**config.mk**
```make
export PLATFORM = sky130hd
export DESIGN_NAME = tf_issue_ctrl
export DESIGN_NICKNAME = d
export VERILOG_FILES = /design/src/rtl/tf_issue_ctrl.sv
export SDC_FILE = /design/constraint.sdc
export NUM_CORES = 1
export LEC_CHECK = 0
export BUFFER_PORTS_ARGS = -buffer_cell sky130_fd_sc_hd__buf_2
export CORE_AREA = 2 2 248 250
export DETAILED_ROUTE_END_ITERATION = 8
export DIE_AREA = 0 0 250 252
export SLEW_MARGIN = 20
export SYNTH_ARGS = -nofsm -noshare
export SYNTH_HDL_FRONTEND = slang
export SYNTH_SLANG_ARGS = --single-unit
export TNS_END_PERCENT = 50
```
**constraint.sdc**
```tcl
create_clock -name clk -period 3.4 [get_ports clk]
set_clock_uncertainty 0.1 [all_clocks]
set_input_delay 0.34 -clock clk [delete_from_list [all_inputs] [get_ports clk]]
set_output_delay 0.34 -clock clk [all_outputs]
set_load 0.01 [all_outputs]
```
**src/rtl/tf_issue_ctrl.sv**
```systemverilog
// Twiddle-factor issue controller: gathers 16 TF words from the TF memory
// into lane registers and presents each group with the modulus via valid/ready.
//
// Ports:
//   clk, rst (async active-low)
//   start, base_addr, num_groups, modulus   request (latched on start in IDLE)
//   busy, done                              status
//   tf_rd_en, tf_rd_addr, tf_rd_data        synchronous TF memory read port
//   TF0_out..TF15_out, modulus_out          presented group
//   tf_valid, tf_ready                      group handshake
`ifndef D_width
`define D_width 32
`endif

module tf_issue_ctrl #(
    parameter int ADDR_W = 10,
    parameter int GRP_W  = 8
) (
    input  logic              clk,
    input  logic              rst,
    input  logic              start,
    input  logic [ADDR_W-1:0] base_addr,
    input  logic [GRP_W-1:0]  num_groups,
    input  logic [`D_width-1:0] modulus,
    output logic              busy,
    output logic              done,
    output logic              tf_rd_en,
    output logic [ADDR_W-1:0] tf_rd_addr,
    input  logic [`D_width-1:0] tf_rd_data,
    output logic [`D_width-1:0] TF0_out,
    output logic [`D_width-1:0] TF1_out,
    output logic [`D_width-1:0] TF2_out,
    output logic [`D_width-1:0] TF3_out,
    output logic [`D_width-1:0] TF4_out,
    output logic [`D_width-1:0] TF5_out,
    output logic [`D_width-1:0] TF6_out,
    output logic [`D_width-1:0] TF7_out,
    output logic [`D_width-1:0] TF8_out,
    output logic [`D_width-1:0] TF9_out,
    output logic [`D_width-1:0] TF10_out,
    output logic [`D_width-1:0] TF11_out,
    output logic [`D_width-1:0] TF12_out,
    output logic [`D_width-1:0] TF13_out,
    output logic [`D_width-1:0] TF14_out,
    output logic [`D_width-1:0] TF15_out,
    output logic [`D_width-1:0] modulus_out,
    output logic              tf_valid,
    input  logic              tf_ready
);

    typedef enum logic [2:0] {
        IDLE,
        FETCH,
        DRAIN,
        PRESENT,
        DONE
    } state_t;

    state_t state, state_n;

    logic [ADDR_W-1:0]   base_q;
    logic [GRP_W-1:0]    ngrp_q;
    logic [`D_width-1:0] mod_q;
    logic [GRP_W-1:0]    g_q;
    logic [3:0]          k_q;
    logic                cap_en;
    logic [3:0]          cap_k;
    logic [`D_width-1:0] lane_q [16];

    logic [ADDR_W-1:0] fetch_addr;
    logic [GRP_W:0]    g_inc;
    logic              xfer;

    // 16*g + k, reduced to ADDR_W bits (silent wrap).
    assign fetch_addr = base_q + ADDR_W'({g_q, 4'b0000}) + ADDR_W'(k_q);
    assign g_inc      = {1'b0, g_q} + (GRP_W+1)'(1);
    assign xfer       = (state == PRESENT) && tf_ready;

    always_ff @(posedge clk or negedge rst) begin
        if (!rst) begin
            state  <= IDLE;
            base_q <= '0;
            ngrp_q <= '0;
            mod_q  <= '0;
            g_q    <= '0;
            k_q    <= '0;
            cap_en <= 1'b0;
            cap_k  <= '0;
        end else begin
            state  <= state_n;
            // Read data arrives one cycle later; remember which lane it is.
            cap_en <= (state == FETCH);
            cap_k  <= k_q;
            if (state == IDLE && start) begin
                base_q <= base_addr;
                ngrp_q <= num_groups;
                mod_q  <= modulus;
                g_q    <= '0;
                k_q    <= '0;
            end else if (state == FETCH) begin
                k_q <= k_q + 4'd1;
            end else if (xfer) begin
                g_q <= g_q + GRP_W'(1);
                k_q <= '0;
            end
        end
    end

    always_ff @(posedge clk or negedge rst) begin
        if (!rst) begin
            for (int i = 0; i < 16; i++) lane_q[i] <= '0;
        end else if (cap_en) begin
            lane_q[cap_k] <= tf_rd_data;
        end
    end

    always_comb begin
        state_n    = state;
        busy       = 1'b1;
        done       = 1'b0;
        tf_rd_en   = 1'b0;
        tf_rd_addr = '0;
        tf_valid   = 1'b0;
        case (state)
            IDLE: begin
                busy = 1'b0;
                if (start)
                    state_n = (num_groups == '0) ? DONE : FETCH;
            end
            FETCH: begin
                tf_rd_en   = 1'b1;
                tf_rd_addr = fetch_addr;
                if (k_q == 4'd15) state_n = DRAIN;
            end
            DRAIN: state_n = PRESENT;
            PRESENT: begin
                tf_valid = 1'b1;
                if (tf_ready)
                    state_n = (g_inc < {1'b0, ngrp_q}) ? FETCH : DONE;
            end
            DONE: begin
                done    = 1'b1;
                state_n = IDLE;
            end
            default: state_n = IDLE;
        endcase
    end

    assign modulus_out = mod_q;
    assign TF0_out  = lane_q[0];
    assign TF1_out  = lane_q[1];
    assign TF2_out  = lane_q[2];
    assign TF3_out  = lane_q[3];
    assign TF4_out  = lane_q[4];
    assign TF5_out  = lane_q[5];
    assign TF6_out  = lane_q[6];
    assign TF7_out  = lane_q[7];
    assign TF8_out  = lane_q[8];
    assign TF9_out  = lane_q[9];
    assign TF10_out = lane_q[10];
    assign TF11_out = lane_q[11];
    assign TF12_out = lane_q[12];
    assign TF13_out = lane_q[13];
    assign TF14_out = lane_q[14];
    assign TF15_out = lane_q[15];

endmodule

```
==> results of run 1 <==
## kinds of logic (layout without fill, tap and decap cells)
logic type	count (synthesis)	in the layout	share of synthesized area [%]
xor+xnor	15	15	0.585
compound gates	46	46	1.37
buf+inv	110	849	2.16
flops	582	582	64.9
other cells	0	1	0
mux	556	556	27.9
fa+ha+maj	19	19	1.09
simple gates	91	91	2.02
## final cells by class
cell class | instances | area (um2)
inverters | 12 | 45.0
repair buffers | 727 | 4110
well taps | 782 | 978
fillers | 5302 | 31000
multi-input cells | 727 | 7500
clock inverters | 17 | 131
clock buffers | 93 | 1830
flip-flops and latches | 582 | 14600
diodes | 1 | 2.50
## cells in the mapped netlist (2+ instances only)
| master | instances | area, um2 |
|---|---|---|
| dfrtp_1 | 582 | 14600 |
| mux2_2 | 548 | 6170 |
| buf_2 | 55 | 275 |
| clkbuf_1 | 42 | 158 |
| nor2_1 | 29 | 109 |
| nand2_1 | 23 | 86.3 |
| ha_1 | 18 | 225 |
| o21ai_0 | 15 | 75.1 |
| inv_1 | 12 | 45.0 |
| a21oi_1 | 8 | 40.0 |
| xor2_1 | 8 | 70.1 |
| mux2_1 | 7 | 78.8 |
| xnor2_1 | 7 | 61.3 |
| and3_1 | 6 | 37.5 |
| nand3_1 | 6 | 30.0 |
| a22o_1 | 5 | 43.8 |
| nand2b_1 | 4 | 25.0 |
| nand3b_1 | 4 | 30.0 |
| nand4_1 | 3 | 18.8 |
| or3_1 | 3 | 18.8 |
| a21o_1 | 2 | 15.0 |
| a221oi_1 | 2 | 17.5 |
| a31oi_1 | 2 | 12.5 |
| and2_1 | 2 | 12.5 |
| nor3_1 | 2 | 10.0 |
| o31ai_1 | 2 | 15.0 |
| or4_1 | 2 | 15.0 |
## worst max-delay path, cell delays in order (launching register included)
cell       delay (ps)
dfrtp_1           460
ha_1              380
a21oi_1           240
o2bb2ai_1         120
o31a_2            290
or3_2             400
a21oi_1           140
buf_2             160
## layer usage
metal | GRT usage [%] | up-vias
met2 | 36.4 | 460
met3 | 6.24 | 89
met5 | 0 | -
li1 | - | 6378
met4 | 5.25 | 0
met1 | 26.5 | 7726
## path summary, 6_finish.rpt
path / startpoint / to / slack [ps] / depth (start not counted)
worst max-delay path: g_q[2] / tf_rd_addr[9] / 160 / 7
worst min-delay path: start / state[0] / 90 / 5
worst max register to register: g_q[0] / state[2] / 630 / 10
worst min register to register: TF8_out[11] / TF8_out[11] / 380 / 1
max in group asynchronous: rst / TF10_out[26] / 1910 / 3
min in group asynchronous: rst / TF12_out[17] / 270 / 2
## report_power, final
group          switching [mW]  internal, mW
combinational            5.63          5.21
sequential               1.58          10.0
clock                    2.73          3.76
## what timing repair did
item	CTS	global route
endpoints found under the setup margin	0	2
endpoints found under the hold margin	113	0
hold buffers	52	0
resized for setup	0	3
## stage by stage
stage	hold slack [ps]	worst slack [ps]	instances	utilization, %
detailed placement	332	674	2778	44.3
finish	87.6	161	2941	48.5
CTS	43.5	88.4	2940	48.5
global route	85.9	11.5	2940	48.5
floorplan	-55.6	940	1419	-
global placement	325	719	2778	44.3
==> metrics.md, run 1 <==
| Metric | Value |
|---|---|
| Status | `finished clean` |
| Design area | `approximately 0.029 mm2` |
| Ports | `approximately 640` |
| Proportion of layout cells with a drive suffix above 1 | `about 62%` |
| Synthesized flop and latch total | `approximately 580` |
| Worst-path clk slew | `approximately 60 ps` |
| Initial antenna violation count | `0` |
| GRT Total Usage | `a little over a fifth` |
| Mapped cell area | `~0.022 mm2` |
| Clock root buffer | `clkbuf_16` |
| Die width | `between 200 and 300 um` |
| Async S/R FF share, synth | `between 90% and 100%` |
| Worst vdd ir | `about 560 uV` |
| Power per Cell Area | `slightly below 1000 mW/mm2` |
| Fmax | `just over 300 MHz` |
| H-tree level count | `2` |
| CP Launch Type | `flip-flop` |
| Post-synthesis instance total | `around 1400` |
| Final setup viols | `0` |
| Final Hold Fails | `0` |
| Via count | `14700` |
| Worst Path Max Fanout | `6` |
| Sinks on Clock Net | `between 500 and 600` |
| Sequential fraction of the synthesis area | `approximately 65%` |
| Synth unique cells | `47` |
| Routed wl met2 | `between 30 and 40 mm` |
| Hold WC Path Type | `primary input to flip-flop` |
| Critical Path AT | `approximately 2800 ps` |
| Syn Nets | `roughly 1500` |
| Via density | `4.98` |
| Most common cell after layout, fill and taps aside | `buf_2` |
| Top Metal Used | `met4` |
| Final Routed Wirelength | `between 60 and 70 mm` |
| Post-synth EDFFs | `0` |
| 1st-iter DRT viols | `520` |
| Synthesis-to-finish area growth | `29.9%` |
| Die area | `between 0.06 and 0.07 mm2` |
| Pleak | `~14 nW` |
| Post-CTS Setup Bufs | `0` |
| Placed instance area | `0.0267 mm2` |
| M1 WL | `28.1 mm` |
| Routed length per instance | `23.2 um` |
| Maximum capacitance violations | `0` |
| First-pass GRT wire length | `slightly above 100 mm` |
| RSZ-0062 raised after global routing | `no` |
| CTS tree | `done` |
| Commonest cells after routing, fill and taps aside | `buf_2 (642), dfrtp_1 (582), mux2_2 (548), clkbuf_16 (62), dlygate4sd3_1 (52)` |
| Residual DRC count | `0` |
| Starting Density | `a little under two fifths` |
| Nets@finish | `2216` |
| Clk buf depth | `3` |
| CP required | `~3000 ps` |
| Final HPWL DP | `approximately 48 mm` |
| Setup crit end kind | `output pin` |
| Post-route ant nets | `0` |
| Rel. slew slack | `~29%` |
| CTS Buf Count | `roughly 60` |
| Final Max Tran Viols | `0` |
| Synth Flop Type | `dfrtp_1` |
| Core area | `0.0601 mm2` |
| Total power draw | `about 29 mW` |
| Warnings, synthesis | `0` |
| FP Rows | `90` |
| WL met3 | `4.80 mm` |
| GRT Residual Overflow | `0` |
| Actual slew at the worst max-slew pin | `~1100 ps` |
| Final worst path period share | `roughly 95%` |
| Worst skew pair latency | `~600 ps` |
| Die Y | `252 um` |
| Syn Area/Cell | `around 16 um2` |
| Vias in the first global route | `~15000` |
| Final min period | `between 3000 and 4000 ps` |
| Largest net degree at the start of global routing | `just under 100` |
| GPL Wtd Cong | `slightly above 0.8` |
| Port Buffers | `~640` |
| First-pass DRT Iterations | `4` |
| Crit Path Category | `flip-flop to output pin` |
| Total negative slack | `0 ps` |
No activity file was read; power rests on OpenSTA's default activity.
==> run 2: changes to the inputs <==
--- a/config.mk
+++ b/config.mk
@@ -5,10 +5,11 @@
 export SDC_FILE = /design/constraint.sdc
 export NUM_CORES = 1
 export LEC_CHECK = 0
+export ABC_AREA = 1
 export BUFFER_PORTS_ARGS = -buffer_cell sky130_fd_sc_hd__buf_2
-export CORE_AREA = 2 2 248 250
+export CORE_AREA = 2 2 250 252
 export DETAILED_ROUTE_END_ITERATION = 8
-export DIE_AREA = 0 0 250 252
+export DIE_AREA = 0 0 252 254
 export SLEW_MARGIN = 20
 export SYNTH_ARGS = -nofsm -noshare
 export SYNTH_HDL_FRONTEND = slang
==> metrics.md, run 2 <==
| Metric | Value |
|---|---|
| Dominant cells by area after synthesis | `dfrtp_1 (67%), o21ai_0 (8.5%), nand2_1 (7.5%), a21oi_1 (4.0%), nor2_1 (3.3%)` |
| Clock root buffer | `clkbuf_16` |
| First-pass GRT wire length | `106 mm (+4.8%)` |
| Residual DRC count | `0 (unchanged)` |
| Hold WC Path Type | `primary input to flip-flop` |
| Post-synth EDFFs | `0 (unchanged)` |
| Sinks on Clock Net | `582 (unchanged)` |
| Worst path max stage delay | `440 ps (-20 ps)` |
| Power per Cell Area | `952 mW/mm2 (-4.0%)` |
| Proportion of layout cells with a drive suffix above 1 | `30.0% (-32 points)` |
| Worst path depth | `8 (+1)` |
| Mapped cell area | `0.0217 mm2 (-3.5%)` |
| Critical Path AT | `2480 ps (-320 ps)` |
| Worst skew pair latency | `610 ps (about the same)` |
| Ports | `644 (unchanged)` |
| Via density | `4.91 (-1.4%)` |
| Synthesized flop and latch total | `582 (unchanged)` |
| Worst-path clk slew | `60 ps (about the same)` |
| Routed length per instance | `20.2 um (-13%)` |
| Worst vdd ir | `531 uV (-5.5%)` |
| Total negative slack | `0 ps (unchanged)` |
| Die width | `252 um (+0.80%)` |
| Via count | `17600 (+20%)` |
| Final min period | `2920 ps (-318 ps)` |
| Status | `finished clean` |
| Critical path buffers and inverters | `1 (unchanged)` |
| Warnings, synthesis | `0 (unchanged)` |
| Synth area leader | `dfrtp_1` |
| CP required | `2960 ps (about the same)` |
| Post-route ant nets | `0 (unchanged)` |
| CTS tree | `done` |
| Crit Path Category | `flip-flop to output pin` |
| Worst Path Max Fanout | `7 (+1)` |
| Synth unique cells | `29 (-38%)` |
| Rel. slew slack | `24.5% (-4.0 points)` |
| Setup crit end kind | `output pin` |
| Die Y | `254 um (+0.79%)` |
| Cts hold-fix bufs | `52 (unchanged)` |
| Syn Area/Cell | `10.4 um2 (-34%)` |
| GRT Total Usage | `21.8% (+0.58 points)` |
| Final Hold Fails | `0 (unchanged)` |
| Final Routed Wirelength | `72.2 mm (+5.6%)` |
| FP Rows | `91 (+1.1%)` |
| Yosys top cell area share | `67.2% (+2.4 points)` |
| Synth Flop Type | `dfrtp_1` |
| Initial antenna violation count | `0 (unchanged)` |
| Post-cts resize count | `0 (unchanged)` |
| Most frequent CP cell | `nand2_1` |
| Async S/R FF share, synth | `100% (unchanged)` |
| Synthesis-to-finish area growth | `30.0% (about the same)` |
| Nets@finish | `2841 (+28%)` |
| Core area | `0.0613 mm2 (+1.9%)` |
| Largest net degree at the start of global routing | `83 (-16%)` |
| CP Launch Type | `flip-flop` |
| Starting Density | `35.4% (-2.0 points)` |
| Sequential fraction of the synthesis area | `67.2% (+2.4 points)` |
| Vias in the first global route | `17000 (+10%)` |
| Synth top cells by count | `dfrtp_1 (582), nand2_1 (431), o21ai_0 (370), nor2_1 (189), a21oi_1 (175)` |
| CP cell instances | `ha_1 > a21oi_1 > nand2_1 > nand3_1 > nand2_1 > nand2_1 > nor3b_1 > buf_2` |
| GRT Residual Overflow | `0 (unchanged)` |
| First-pass DRT Iterations | `5 (+1)` |
| Post-CTS Setup Bufs | `0 (unchanged)` |
| 1st-iter DRT viols | `1296 (+150%)` |
| Most common cell after layout, fill and taps aside | `buf_2` |
| Cell count of the worst reg-to-reg path | `6 (-4)` |
| Critical path's slowest cell | `dfrtp_1` |
| Top Family by Delay on Critical Path | `simple AND/OR/NAND/NOR gates` |
| Top-count cell post-synth | `dfrtp_1` |
| CTS Buf Count | `61 (unchanged)` |
| Final Max Tran Viols | `0 (unchanged)` |
| GPL Wtd Cong | `0.875 (+8.3%)` |
| Maximum capacitance violations | `0 (unchanged)` |
| Post-synthesis instance total | `2088 (+47%)` |
| Final HPWL DP | `49.5 mm (+3.5%)` |
| Hold WS | `75.9 ps (-11.7 ps)` |
| Syn Nets | `2193 (+44%)` |
| Hold Path Depth | `4 (-1)` |
| Die area | `0.0640 mm2 (+1.6%)` |
| Port Buffers | `643 (unchanged)` |
| Final setup viols | `0 (unchanged)` |
| Fmax | `342 MHz (+11%)` |
| Pleak | `13.6 nW (-5.7%)` |
| Actual slew at the worst max-slew pin | `1130 ps (+58.9 ps)` |
| Clk buf depth | `3 (unchanged)` |
| Final worst path period share | `85.9% (-9.3 points)` |
| H-tree level count | `2 (unchanged)` |
| RSZ-0062 raised after global routing | `no` |
| Commonest cells after routing, fill and taps aside | `buf_2 (642), dfrtp_1 (582), nand2_1 (426), o21ai_0 (370), nor2_1 (189)` |
run 2: worst reg2reg max path, stage by stage (launching register included):
cell and delay (ps):
dfrtp_1 510, nand2_1 170, inv_1 190, nand3_2 740, buf_4 530, nand2_1 70
o21ai_0 80
run 2: path summary, 6_finish.rpt:
check | from | end | slack (ps)
worst max-delay path | k_q[2] | tf_rd_addr[5] | 480
worst min-delay path | start | state[0] | 80
worst max register to register | cap_k[3] | TF8_out[2] | 860
worst min register to register | TF7_out[11] | TF7_out[11] | 380
max in group asynchronous | rst | TF12_out[20] | 1930
min in group asynchronous | rst | TF9_out[25] | 210
run 2: kinds of logic after synthesis:
group | after synthesis | share of synthesized area, %
and+or+nand+nor | 664 | 12.2
muxes | 42 | 2.18
buffers and inverters | 221 | 4.14
xor gates and xnor gates | 5 | 0.202
AOI/OAI and AO/OA | 555 | 12.9
DFF | 582 | 67.2
adders and majority gates | 19 | 1.13
run 2: report_power, final:
| part | total [mW] | internal [mW] | switching, mW | leakage (nW) |
|---|---|---|---|---|
| Clock | 6.69 | 3.88 | 2.81 | 1.01 |
| Combinational | 8.91 | 3.50 | 5.41 | 6.44 |
| Sequential | 11.2 | 9.66 | 1.56 | 6.13 |
run 2: metrics by stage:
stage | cells | util [%] | worst slack [ps] | cell area, um2 | power [mW]
2_1_floorplan | 2088 | - | 1310 | 21700 | 15.7
3_3_place_gp | 3411 | 41.8 | 1010 | 25600 | 19.9
3_5_place_dp | 3411 | 41.8 | 872 | 25600 | 20.2
4_1_cts | 3578 | 46.0 | 434 | 28100 | 27.0
5_1_grt | 3578 | 46.0 | 275 | 28200 | 28.5
6_report | 3579 | 46.0 | 479 | 28200 | 26.8
run 2: area by class of cell:
cell class / count / area (um2)
fillers: 5814 / 33100
diodes: 1 / 2.50
flip-flops and latches: 582 / 14600
clock buffers: 86 / 1740
inverters: 84 / 315
well taps: 790 / 988
repair buffers: 722 / 4040
clock inverters: 29 / 285
multi-input cells: 1285 / 6230
run 2: metal layers:
| metal | share of wire [%] | GRT usage, % |
|---|---|---|
| met1 | 39 | 26.6 |
| met2 | 49 | 36.9 |
| met3 | 8.5 | 5.84 |
| met4 | 3.7 | 8.54 |
| met5 | 0 | 0 |
